## src/rtl/onehot_mon_pkg.sv

```systemverilog
// rtl/onehot_mon_pkg.sv - shared types and constants for the one-hot decode monitor
// ONEHOT_MON_ERRCNT_EN: leave undefined by default; define it to build the error counter.
package onehot_mon_pkg;

  localparam int N_LINES = 8;
  localparam int CODE_W  = 3;

  typedef enum logic [1:0] {
    ST_IDLE  = 2'd0,
    ST_CHECK = 2'd1,
    ST_OUT   = 2'd2
  } state_t;

  function automatic logic [3:0] popcount8(input logic [N_LINES-1:0] w);
    logic [3:0] c;
    c = '0;
    for (int i = 0; i < N_LINES; i++) begin
      c = c + {3'b000, w[i]};
    end
    return c;
  endfunction

endpackage

```

## src/rtl/onehot_enc8.sv

```systemverilog
// rtl/onehot_enc8.sv - combinational lowest-set-bit encoder with zero/multi flags
module onehot_enc8
  import onehot_mon_pkg::*;
(
  input  logic [N_LINES-1:0] word,
  output logic [CODE_W-1:0]  code,
  output logic               zero,
  output logic               multi
);

  logic [3:0] pop;

  assign pop   = popcount8(word);
  assign zero  = (pop == 4'd0);
  assign multi = (pop > 4'd1);

  // Scan from the top so the lowest set bit is the last one written.
  always_comb begin
    code = '0;
    for (int i = N_LINES - 1; i >= 0; i--) begin
      if (word[i]) begin
        code = i[CODE_W-1:0];
      end
    end
  end

endmodule

```

## src/rtl/onehot_decode_monitor.sv

```systemverilog
// rtl/onehot_decode_monitor.sv - captures decoder words, re-encodes them and flags non-one-hot words
// ONEHOT_MON_ERRCNT_EN: builds the saturating error counter and err_clr; otherwise err_count is 0.
module onehot_decode_monitor #(
  parameter int N_LINES = 8,
  parameter int CODE_W  = 3,
  parameter int CNT_W   = 8
) (
  input  logic               clk,
  input  logic               rst,
  input  logic [N_LINES-1:0] dec_in,
  input  logic               in_valid,
  output logic               in_ready,
  output logic [CODE_W-1:0]  code_out,
  output logic               err_zero,
  output logic               err_multi,
  output logic               out_valid,
  input  logic               out_ready,
  input  logic               err_clr,
  output logic [CNT_W-1:0]   err_count
);

  import onehot_mon_pkg::*;

  state_t             state;
  logic [N_LINES-1:0] word_q;
  logic [CODE_W-1:0]  enc_code;
  logic               enc_zero;
  logic               enc_multi;
  logic               err_event;

  onehot_enc8 u_enc (
    .word  (word_q),
    .code  (enc_code),
    .zero  (enc_zero),
    .multi (enc_multi)
  );

  assign err_event = (state == ST_CHECK) && (enc_zero || enc_multi);

  always_ff @(posedge clk) begin
    if (rst) begin
      state     <= ST_IDLE;
      word_q    <= '0;
      in_ready  <= 1'b1;
      out_valid <= 1'b0;
      code_out  <= '0;
      err_zero  <= 1'b0;
      err_multi <= 1'b0;
    end else begin
      case (state)
        ST_IDLE: begin
          if (in_valid) begin
            word_q   <= dec_in;
            in_ready <= 1'b0;
            state    <= ST_CHECK;
          end
        end
        ST_CHECK: begin
          code_out  <= enc_code;
          err_zero  <= enc_zero;
          err_multi <= enc_multi;
          out_valid <= 1'b1;
          state     <= ST_OUT;
        end
        ST_OUT: begin
          // Result stays put until the consumer takes it; no overlap with a new accept.
          if (out_ready) begin
            out_valid <= 1'b0;
            in_ready  <= 1'b1;
            state     <= ST_IDLE;
          end
        end
        default: begin
          state     <= ST_IDLE;
          in_ready  <= 1'b1;
          out_valid <= 1'b0;
        end
      endcase
    end
  end

`ifdef ONEHOT_MON_ERRCNT_EN
  // Clear has priority over a same-cycle increment.
  always_ff @(posedge clk) begin
    if (rst || err_clr) begin
      err_count <= '0;
    end else if (err_event && (err_count != {CNT_W{1'b1}})) begin
      err_count <= err_count + 1'b1;
    end
  end
`else
  logic unused_errcnt;
  assign unused_errcnt = err_clr ^ err_event;
  assign err_count     = '0;
`endif

endmodule

```

## config.mk

```make
export PLATFORM = sky130hd
export DESIGN_NAME = onehot_decode_monitor
export DESIGN_NICKNAME = d
export VERILOG_FILES = /design/src/rtl/onehot_mon_pkg.sv /design/src/rtl/onehot_enc8.sv /design/src/rtl/onehot_decode_monitor.sv
export SDC_FILE = /design/constraint.sdc
export NUM_CORES = 1
export LEC_CHECK = 0
export CORE_MARGIN = 1.5
export CORE_UTILIZATION = 45
export CTS_BUF_LIST = sky130_fd_sc_hd__clkbuf_8
export DETAILED_ROUTE_END_ITERATION = 6
export DONT_BUFFER_PORTS = 1
export PLACE_DENSITY = 0.6
export SLEW_MARGIN = 15
export SYNTH_ARGS = -nofsm -noshare
export SYNTH_HDL_FRONTEND = slang
export SYNTH_HIERARCHICAL = 1
export SYNTH_SLANG_ARGS = --single-unit
```

## constraint.sdc

```tcl
create_clock -name clk -period 4.5 [get_ports clk]
set_input_delay 0.45 -clock clk [delete_from_list [all_inputs] [get_ports clk]]
set_output_delay 0.45 -clock clk [all_outputs]
set_load 0.01 [all_outputs]
```

---- Yosys cells after proc, flatten, opt, wreduce, memory -nomap -nowiden ----
Cells that the tools add are included.
word-level totals
  output and inout port bits .............. 15
  input port bits ......................... 13
  bits in registers ....................... 17
cells by class
  bitwise gates (word level) .............. 2
  add/sub/neg operators ................... 7
  eq/ne operators ......................... 4
  order comparisons ....................... 1
  reduce and logical (&&, ||, !) cells .... 6
  muxes and demuxes ....................... 16
operators with widths
  kind                                                count
  adder 4 x 1 -> 4 bit                                6
  2-to-1 mux 3 bit                                    8
  case mux 1 bit (3 select lines)                     2
  case mux 2 bit (3 select lines)                     1
  AND reduction 2 bit                                 3
  > comparator 4 x 1 -> 1 bit, second input constant  1
  zero test 4 bit                                     1
  2-to-1 mux 2 bit                                    2
  inequality test 2 bit, second input constant        2
  2-to-1 mux 1 bit                                    3
  AND reduction 3 bit                                 1
  adder 1 x 1 -> 2 bit                                1
  == test 2 x 1 -> 1 bit, second input constant       1
  == test 2 bit, second input constant                1
  zero test 2 bit                                     1
  NOT 1 bit                                           2

---- Logic depth before layout (Yosys ltp) ----
Gate-level depths: netlist of run 1.
  depth in word-level cells ............... 8
  depth in mapped cells ................... 13
  mapped depth without buffers ............ 13

---- Cells and area by module ----
The synthesis of run 1 kept the hierarchy.
modules (own cells, without submodules)
  module                 sequential area each (µm²)  instances  area each (µm²)  cells an instance
  onehot_decode_monitor  340.3                       1          681.9            78
  onehot_enc8            0.0                         1          246.5            33

---- Worst setup path after synthesis of run 1 ----
No wires, ideal clock.
  path kind ............................... reg-to-reg
  from .................................... reg word_q[0]
  to ...................................... reg err_zero
  arrival time ............................ 3033 ps
  path buffers ............................ 0
  path slack .............................. 1339 ps
  stages on the path, launching flop included .. 14
  period minus slack after synthesis ...... 3161 ps
  setup time .............................. 128 ps
  data required time ...................... 4372 ps
  cells stage by stage .................... dfxtp_1 > fa_1 > inv_1 > fa_1 > fa_1 > inv_1 > ha_1 > inv_1 > fa_1 > nor4bb_1 > a32oi_1 > nor2_1 > mux2i_1 > nor2_1
between the ends
  longest elaborated chain between the ends .. 8
RTL lines
  what                                RTL line                     text
  from (decl)                         onehot_decode_monitor.sv:25  logic [N_LINES-1:0] word_q;
  from (signal assigned)              onehot_decode_monitor.sv:53  word_q <= dec_in;
  adder 1 x 1 -> 2 bit                onehot_mon_pkg.sv:18         c = c + {3'b000, w[i]};
  adder 4 x 1 -> 4 bit (6 in series)  onehot_mon_pkg.sv:18
  zero test 4 bit                     onehot_enc8.sv:14            assign zero = (pop == 4'd0);
  named net enc_zero                  onehot_decode_monitor.sv:27  logic enc_zero;
  to (signal assigned)                onehot_decode_monitor.sv:60  err_zero <= enc_zero;
  to (decl)                           onehot_decode_monitor.sv:14  output logic err_zero,
The timed path passes the listed nets, and every way through them passes these cells.
A chain may end at the register's enable or synchronous reset.

---- Worst setup path in the final report of run 1 ----
Same ends and word-level chain as after synthesis.

==> metrics.txt, run 1 <==
first-pass GRT wire length=~2700 um; reg-to-reg endpoint=err_zero; switching portion of total power=0.284; Clock Power Share=0.323; Post-Syn Area=928 um2; r2r startpoint=word_q[0]; TritonRoute pass-1 iters=2; Max VDD drop=0.182 mV; min cycle time layout=3350 ps; Synth Flop Type=dfxtp_1; routability cong.=~0.72; Worst Min Path Start=rst; Seq pwr share=0.496; WP data required=4700 ps; CTS Sinks=17; Post CTS Setup Buffer Count=0; Comb pwr share=0.181; Yosys reg bits=17; Final Max Tran Viols=0; status=completed; vias in the first global route=637; core area=between 1500 and 2000 um2; GR Util All Layers=0.151; clk_lat worst skew=250 ps; Reg2Reg Setup Slack=between 1000 and 1500 ps; most common cell after layout, fill and taps aside=nand2_1; antenna-violating nets left=0; clk buf depth=2; post-cts resize count=0; die area=2340 um2; hold buffer count at CTS=0; PwrDens=370 nW/um2; Iter 0 DRT Violations=7; CP Class=reg2reg; Chip Width=48.4 um; WL final=1470 um; P_int=0.251 mW; most frequent cells in the layout=19 x nand2_1, 17 x dfxtp_1, 13 x nor2_1; clock skew=between 3 and 4 ps; Via density=4.73; CP arrival=between 3000 and 4000 ps; EDFF count, synth=0; initial cell density of the core=0.473; largest net degree at the start of global routing=19; clock root buffer=clkbuf_8; fin nets=131; share of layout cells above drive strength 1=0.0455; Via Count=between 600 and 700; final hold vios=0; Clock transition at path regs=about 70 ps; worst hold stages=1; f_max=approximately 300 MHz; yosys warns=6; placed wire-length estimate=1180 um; Routed WL per cell=10.7 um; worst-path fanout max=5; Inserted Clock Buffers=3; sequential share of the synthesized area=0.367; Ports=28; number of remaining DRC errors=0; # setup viols final=0; RSZ-0062 raised after global routing=false; worst hold path type=in2reg; hold endpoint=word_q[6]; Critical Path Start Type=flip-flop; Cells after Synth=~110; die height=about 48 um; CTS tree=done; I/O Buffers=0; Reg2Reg Depth=13; FP Rows=16; CTS H-tree depth=1; setup TNS=0 ps; P&R area growth vs syn=2.02%; Crit. End Element=flip-flop; Final Cycle Share=0.744; gr ovfl total=0; P_leak=0.423 nW; Synth Area per Inst=8.36 um2; synth unique cells=26; initial antenna violation count=0; ant diodes=0; Sw Pwr=0.0993 mW; ys async rst share=0; Max-Cap Viols=0; final core occ=0.483
synthesized netlist by cell type (2+ instances only):
master | number | area share
nand2_1 | 19 | 0.077
a21oi_1 | 11 | 0.059
inv_1 | 11 | 0.044
ha_1 | 3 | 0.040
dfxtp_1 | 17 | 0.37
fa_1 | 4 | 0.086
nor2b_1 | 2 | 0.013
nand2b_1 | 2 | 0.013
nor2_1 | 13 | 0.053
mux2i_1 | 5 | 0.054
buf_4 | 9 | 0.073
critical path: stages, from the launching register on:
cell and delay (ps):
dfxtp_1 350, fa_1 540, inv_1 50, fa_1 500
fa_1 410, inv_1 60, ha_1 150, inv_1 50
fa_1 500, nor4bb_1 280, a32oi_1 120, nor2_1 110
mux2i_1 70, nor2_1 80
metal layers:
layer	up-vias	wire length (um)	GRT usage
met2	20	652	0.248
met5	-	0	0
met3	2	87	0.0432
li1	337	-	-
met4	0	17	0.0714
met1	289	711	0.183
cell families after synthesis:
logic type               after synthesis  synth area share
AND/OR/NAND/NOR                       40             0.195
buffers and inverters                 23             0.139
AO/OA/AOI/OAI                         18             0.115
flip-flops                            17             0.367
adder cells (fa/ha/maj)                7             0.127
multiplexers                           5            0.0539
other                                  1           0.00404
worst max path at each step:
stage | startpoint | endpoint | slack [ps]
6_report | word_q[0] | err_zero | 1150
5_1_grt | word_q[0] | err_zero | 950
4_1_cts | word_q[0] | err_zero | 1130
3_5_place_dp | word_q[0] | err_zero | 1150
3_3_place_gp | word_q[0] | err_zero | 1230
2_1_floorplan | word_q[0] | err_zero | 1340
stage by stage:
stage	setup WS, ps	hold WS (ps)	cells	area, um2	total power, mW
4_1_cts	1130	248	137	947	0.356
5_1_grt	950	244	137	947	0.375
3_5_place_dp	1150	451	133	901	0.241
6_report	1150	256	137	947	0.350
3_3_place_gp	1230	450	133	901	0.238
2_1_floorplan	1340	446	118	955	0.237
final cells by class:
| class | instances | area (um2) |
|---|---|---|
| multi-input cells | 78 | 485 |
| well taps | 27 | 33.8 |
| flip-flops and latches | 17 | 340 |
| clock buffers | 3 | 41.3 |
| fillers | 208 | 1010 |
| clock inverters | 1 | 5.00 |
| inverters | 11 | 41.3 |
state kept, by name, indices dropped and copies added, names as in the netlist:
name and cells:
code_out 3, in_ready 1, state 2, err_zero 1, word_q 8, err_multi 1
out_valid 1
power by group through the flow:
stage	logic [mW]	clock network [mW]	registers (mW)
floorplan	0.0629	0	0.174
global placement	0.0613	0	0.177
detailed placement	0.0640	0	0.177
CTS	0.0647	0.118	0.174
global route	0.0741	0.126	0.175
finish	0.0633	0.113	0.174
Power figures use the tool's default switching activity.
==> run 2, diff against run 1 <==
--- a/config.mk
+++ b/config.mk
@@ -10,7 +10,7 @@
 export CTS_BUF_LIST = sky130_fd_sc_hd__clkbuf_8
 export DETAILED_ROUTE_END_ITERATION = 6
 export DONT_BUFFER_PORTS = 1
-export PLACE_DENSITY = 0.6
+export PLACE_DENSITY = 0.62
 export SLEW_MARGIN = 15
 export SYNTH_ARGS = -nofsm -noshare
 export SYNTH_HDL_FRONTEND = slang
==> constraint.sdc (replaced) <==
create_clock -name clk -period 2.9 [get_ports clk]
set_input_delay 0.29 -clock clk [delete_from_list [all_inputs] [get_ports clk]]
set_output_delay 0.29 -clock clk [all_outputs]
set_load 0.01 [all_outputs]
==> run 2 against run 1 <==
The flow now finishes with violations (setup timing); non-clock buffer count increased by 4; die area unchanged; wire length increased by 14%; worst hold slack got worse by 150 ps; final cell count increased by 2.9%; maximum frequency increased by 2.1%; via count increased by 4.3%; clock skew decreased by 2.8 ps; sequential power increased by 54%; count of clock-buffer cells in the layout unchanged; total power increased by 57%.
==> metrics.txt, run 2 (synthesis gave the netlist of run 1 again) <==
status=finished with violations (was completed); failing checks=setup timing; die height=48.4 um (unchanged); CTS Sinks=17 (unchanged); CTS tree=done (unchanged); fin nets=135 (was 131); CP Class=reg2reg (unchanged); antenna-violating nets left=0 (unchanged); TritonRoute pass-1 iters=4 (was 2); gr ovfl total=0 (unchanged); most frequent cells in the layout=19 x nand2_1, 16 x dfxtp_1, 13 x nor2_1 (was 19 x nand2_1, 17 x dfxtp_1, 13 x nor2_1); worst hold path type=in2reg (unchanged); Clock transition at path regs=60 ps (was 70 ps); number of flip-flops under the largest register name=8 (unchanged); P&R area growth vs syn=7.95% (was 2.02%); Chip Width=48.4 um (unchanged); reg-to-reg endpoint=err_zero (unchanged); WL final=1670 um (was 1470 um); hold buffer count at CTS=0 (unchanged); initial antenna violation count=0 (unchanged); most common cell after layout, fill and taps aside=nand2_1 (unchanged); Max VDD drop=0.344 mV (was 0.182 mV); # setup viols final=2 (was 0); final hold vios=0 (unchanged); placed wire-length estimate=1280 um (was 1180 um); clock skew=0.775 ps (was 3.57 ps); P_leak=0.445 nW (was 0.423 nW); Final Max Tran Viols=0 (unchanged); WP data required=3040 ps (was 4700 ps); Iter 0 DRT Violations=13 (was 7); Placed Area=932 um2 (was 901 um2); Routed WL per cell=11.8 um (was 10.7 um); Post CTS Setup Buffer Count=0 (unchanged); Critical Path Start Type=flip-flop (unchanged); worst-path fanout max=2 (was 5); clk_lat worst skew=240 ps (was 250 ps); CP arrival=3420 ps (was 3540 ps); Crit. End Element=flip-flop (unchanged); Final Cycle Share=1.13 (was 0.744); routability cong.=0.724 (was 0.720); fin area=1000 um2 (was 947 um2); initial cell density of the core=0.473 (unchanged); Top Registers=word_q x8, code_out x3, state x2 (unchanged); f_max=305 MHz (was 299 MHz); GR Util All Layers=0.156 (was 0.151); r2r startpoint=word_q[0] (unchanged); core area=1960 um2 (unchanged); ant diodes=0 (unchanged); Hold WS=103 ps (was 256 ps); Reg2Reg Setup Slack=-380 ps (was 1150 ps); Max-Cap Viols=0 (unchanged); min cycle time layout=3280 ps (was 3350 ps); Via Count=676 (was 648); largest register by flop count=word_q (unchanged); Ports=28 (unchanged); FP Rows=16 (unchanged); clk buf depth=2 (unchanged); die area=2340 um2 (unchanged); Via density=4.79 (was 4.73); share of layout cells above drive strength 1=0.114 (was 0.0455); PwrDens=549 nW/um2 (was 370 nW/um2); I/O Buffers=0 (unchanged); worst setup path end=err_zero (unchanged); Critical Path Source=word_q[0] (unchanged); clock root buffer=clkbuf_8 (unchanged); first-pass GRT wire length=2870 um (was 2710 um); number of remaining DRC errors=0 (unchanged); Reg2Reg Depth=13 (unchanged); Inserted Clock Buffers=3 (unchanged); PnR worst setup slack=-377 ps (was 1150 ps); vias in the first global route=657 (was 637); Power Total=0.550 mW (was 0.350 mW); RSZ-0062 raised after global routing=true (was false); filler instances=222 (was 208); CTS H-tree depth=1 (unchanged); dpl ws=-432 ps (was 1150 ps); largest net degree at the start of global routing=19 (unchanged)
[run 2: cell count changes in the layout (fill, tap and decap cells not counted)]
cell,delta
ha_1,-1
inv_2,+1
nor4bb_1,-1
dfxtp_1,-1
a32oi_1,-1
nor4bb_4,+1
ha_2,+1
a32oi_2,+1
clkinv_2,-1
buf_4,+4
dfxtp_2,+1
[run 2: worst max-delay path: stages (launching register included)]
cell and delay (ps):
dfxtp_2 330, fa_1 530, inv_1 50, fa_1 490, fa_1 410, inv_1 70, ha_2 180, inv_2 40
fa_1 480, nor4bb_4 180, a32oi_2 190, nor2_1 60, mux2i_1 120, nor2_1 50
[run 2: power breakdown]
group          switching (mW)  internal [mW]
registers              0.0179          0.251
logic                  0.0605         0.0551
clock network          0.0722         0.0936
total                   0.151          0.399
[run 2: worst min path at each step]
| stage | startpoint | end | slack [ps] | cells past startpoint |
|---|---|---|---|---|
| finish | rst | word_q[0] | 100 | 1 |
| global route | rst | word_q[0] | 90 | 1 |
| CTS | rst | word_q[0] | 90 | 1 |
| detailed placement | rst | word_q[0] | 360 | 1 |
| global placement | rst | word_q[0] | 360 | 1 |
| floorplan | dec_in[0] | word_q[0] | 420 | 2 |
[run 2: metrics by stage]
| stage | util | instances | setup TNS [ps] |
|---|---|---|---|
| 3_3_place_gp | 0.475 | 137 | -625 |
| 6_report | 0.511 | 141 | -725 |
| 5_1_grt | 0.511 | 141 | -1050 |
| 4_1_cts | 0.498 | 141 | -844 |
| 3_5_place_dp | 0.475 | 137 | -851 |
| 2_1_floorplan | - | 118 | -468 |
[run 2: final cells by class]
class                      count  area (um2)  share of cell area
clock buffer                   3        41.3              0.0412
clock inverter                 1        3.75             0.00375
inverter                      11        41.3              0.0412
multi-input combinational     78         510               0.509
sequential                    17         342               0.341
tap                           27        33.8              0.0337
timing repair buffer           4        30.0              0.0300
[run 2: repair_timing]
action / CTS / global route
setup endpoints to repair: 2 / 2
pin swaps: 0 / 2
resized for setup: 0 / 5
[run 2: metal layers]
layer / GRT usage / part of all wire / vias up
li1: - / - / 348
met1: 0.200 / 0.44 / 308
met2: 0.248 / 0.50 / 18
met3: 0.0401 / 0.049 / 2
met4: 0.0714 / 0.0096 / 0
met5: 0 / 0 / -
==> patch: new RTL, flow settings as in run 2 <==
Add a define of `ONEHOT_MON_ERRCNT_EN`.
--- a/src/rtl/onehot_decode_monitor.sv
+++ b/src/rtl/onehot_decode_monitor.sv
@@ -1,5 +1,7 @@
 // rtl/onehot_decode_monitor.sv - captures decoder words, re-encodes them and flags non-one-hot words
 // ONEHOT_MON_ERRCNT_EN: builds the saturating error counter and err_clr; otherwise err_count is 0.
+`define ONEHOT_MON_ERRCNT_EN
+
 module onehot_decode_monitor #(
   parameter int N_LINES = 8,
   parameter int CODE_W  = 3,
Behaviour: not the same (a bounded check fails within 4 cycles, from zero or initial values and one cycle with rst high).
==> patch against run 2 <==
Power rose by 60%; routed wire length grew 72%; worst setup slack got worse by 830 ps; utilization rose by 9.8 points; cell area grew 55%; the flow still finishes with violations (negative setup slack); sequential power is 41% higher; sequential cell count grew 8; area after synthesis grew 35%.
==> patch: results <==
group,metric,value,unit
status,status,"finished with violations",
status,violations,"negative setup slack",
setup_path,crit_family,"adder cells",
layout,nFillCells,223,
setup_path,worst-path-max-fanout,4,
layout,final_nets,181,
place,hpwl,2005,µm
yosys,netlist_top_cells_count,"28 x nor2_1, 25 x dfxtp_1, 13 x mux2i_1",
place,globalplace.congestion,0.7773,
yosys,yosysSeqAreaShare,40.00,%
grt,grtUsageTotal,18.17,%
timing,finClkSkew,1.152,ps
grt,grt_pass1_wl,4471,µm
yosys,synth_top_cell_by_area,"dfxtp_1",
timing,setup_ws,-1203,ps
drt,routed.top_layer,"met4",
drt,vias,1076,
run,max-cap-violations,0,
grt,grt_max_degree,19,
drt,post-route-drc-count,0,
clock_tree,cts_buffers,3,
drt,wl_met3,213,µm
grt,antenna_found_initial,0,
yosys,async_flop_share,0,%
clock_tree,ctsRootBufferMaster,"clkbuf_8",
drt,dr.pass1.iters,4,
grt,grt_pass1_vias,1021,
min_path,holdCritPathClass,"in2reg",
yosys,synthDistinctLibCells,33,
setup_path,arrival,4310,ps
yosys,syn_nets,161,
power,ir_drop,0.3608,mV
timing,relSlewSlack,60.75,%
yosys,synth.area.top_cells,"dfxtp_1 40%, mux2i_1 10%, nor2_1 8.4%, fa_1 6.4%, ha_1 4.0%",
power,p_leak,0.6467,nW
clock_tree,path_clk_slew,90,ps
layout,antennaDiodeCount,0,
drt,wl_met1,1165,µm
timing,setup_viol,10,
timing,totalNegativeSetupSlack,-10250,ps
drt,wl_met2,1436,µm
setup_path,slowest_stage,"fa_2",
layout,drive_above_1_share,26.42,%
place,port_buffers,0,
setup_path,slowest_delay,540,ps
clock_tree,clockBufferDepth,2,
drt,drtIter0Drc,38,
clock_tree,worstSkewPairLatency,270,ps
layout,reg_top3,"err_count x8, word_q x8, code_out x3",
clock_tree,h-tree-depth,1,
drt,wl,2863,µm
yosys,yosysWarnings,6,
-- patch: power by group --
| group | switching [mW] | total [mW] | leakage, nW | internal, mW |
|---|---|---|---|---|
| clock network | 0.111 | 0.208 | 0.0255 | 0.0961 |
| registers | 0.0172 | 0.378 | 0.204 | 0.361 |
| logic | 0.130 | 0.294 | 0.417 | 0.164 |
-- patch: layer usage --
layer	track usage (%)	vias up
met5	0	-
met4	7.317	0
met3	5.581	8
met2	30.78	46
met1	21.28	503
li1	-	519
-- patch: per-stage QoR --
step / cells / area (µm²) / util [%] / hold slack (ps)
after floorplan: 140 / 1252 / - / 437.1
after global placement: 179 / 1368 / 53.74 / 361.5
after detailed placement: 179 / 1368 / 53.74 / 361.3
after CTS: 187 / 1491 / 58.60 / 71.50
after global routing: 189 / 1549 / 60.87 / 67.22
final: 189 / 1549 / 60.87 / 79.07
-- patch: timing repair --
action / CTS / global route
resized for setup: 14 / 8
buffers inserted: 5 / 4
setup endpoints to repair: 10 / 10
cloned: 0 / 0
pin swaps: 9 / 4
-- patch: worst paths after layout --
path / from / endpoint / depth (start not counted)
worst min-delay path: rst / state[1] / 1
worst max-delay path: word_q[0] / err_count[3] / 15
worst min register to register: state[1] / state[1] / 2
worst max register to register: word_q[0] / err_count[3] / 15
-- patch: area by class of cell --
| type | count | share of cell area, % |
|---|---|---|
| repair buffers | 20 | 10.66 |
| clock inverters | 1 | 0.3231 |
| flip-flops and latches | 25 | 32.39 |
| clock buffers | 3 | 2.666 |
| well taps | 30 | 2.423 |
| inverters | 11 | 2.666 |
| multi-input cells | 99 | 48.87 |
-- patch: cell families (layout without fill, tap and decap cells) --
group	Yosys count	in the layout	synth area share [%]
fa+ha+maj	8	8	10.40
compound gates	19	19	10.40
buf+inv	16	35	5.500
simple gates	58	58	22.60
flops	25	25	40.00
xor+xnor	1	1	0.7001
mux	13	13	10.40
-- patch: worst register-to-register path, cell delays in order (launching register included) --
cell and delay, ps:
dfxtp_2 340, fa_1 530, inv_1 50, fa_1 490
fa_1 420, inv_1 90, ha_2 180, inv_2 40
fa_2 540, nor4bb_4 230, a32oi_2 110, nor2_2 170
nor2_4 80, a211o_4 280, or3_1 340, a21oi_1 130
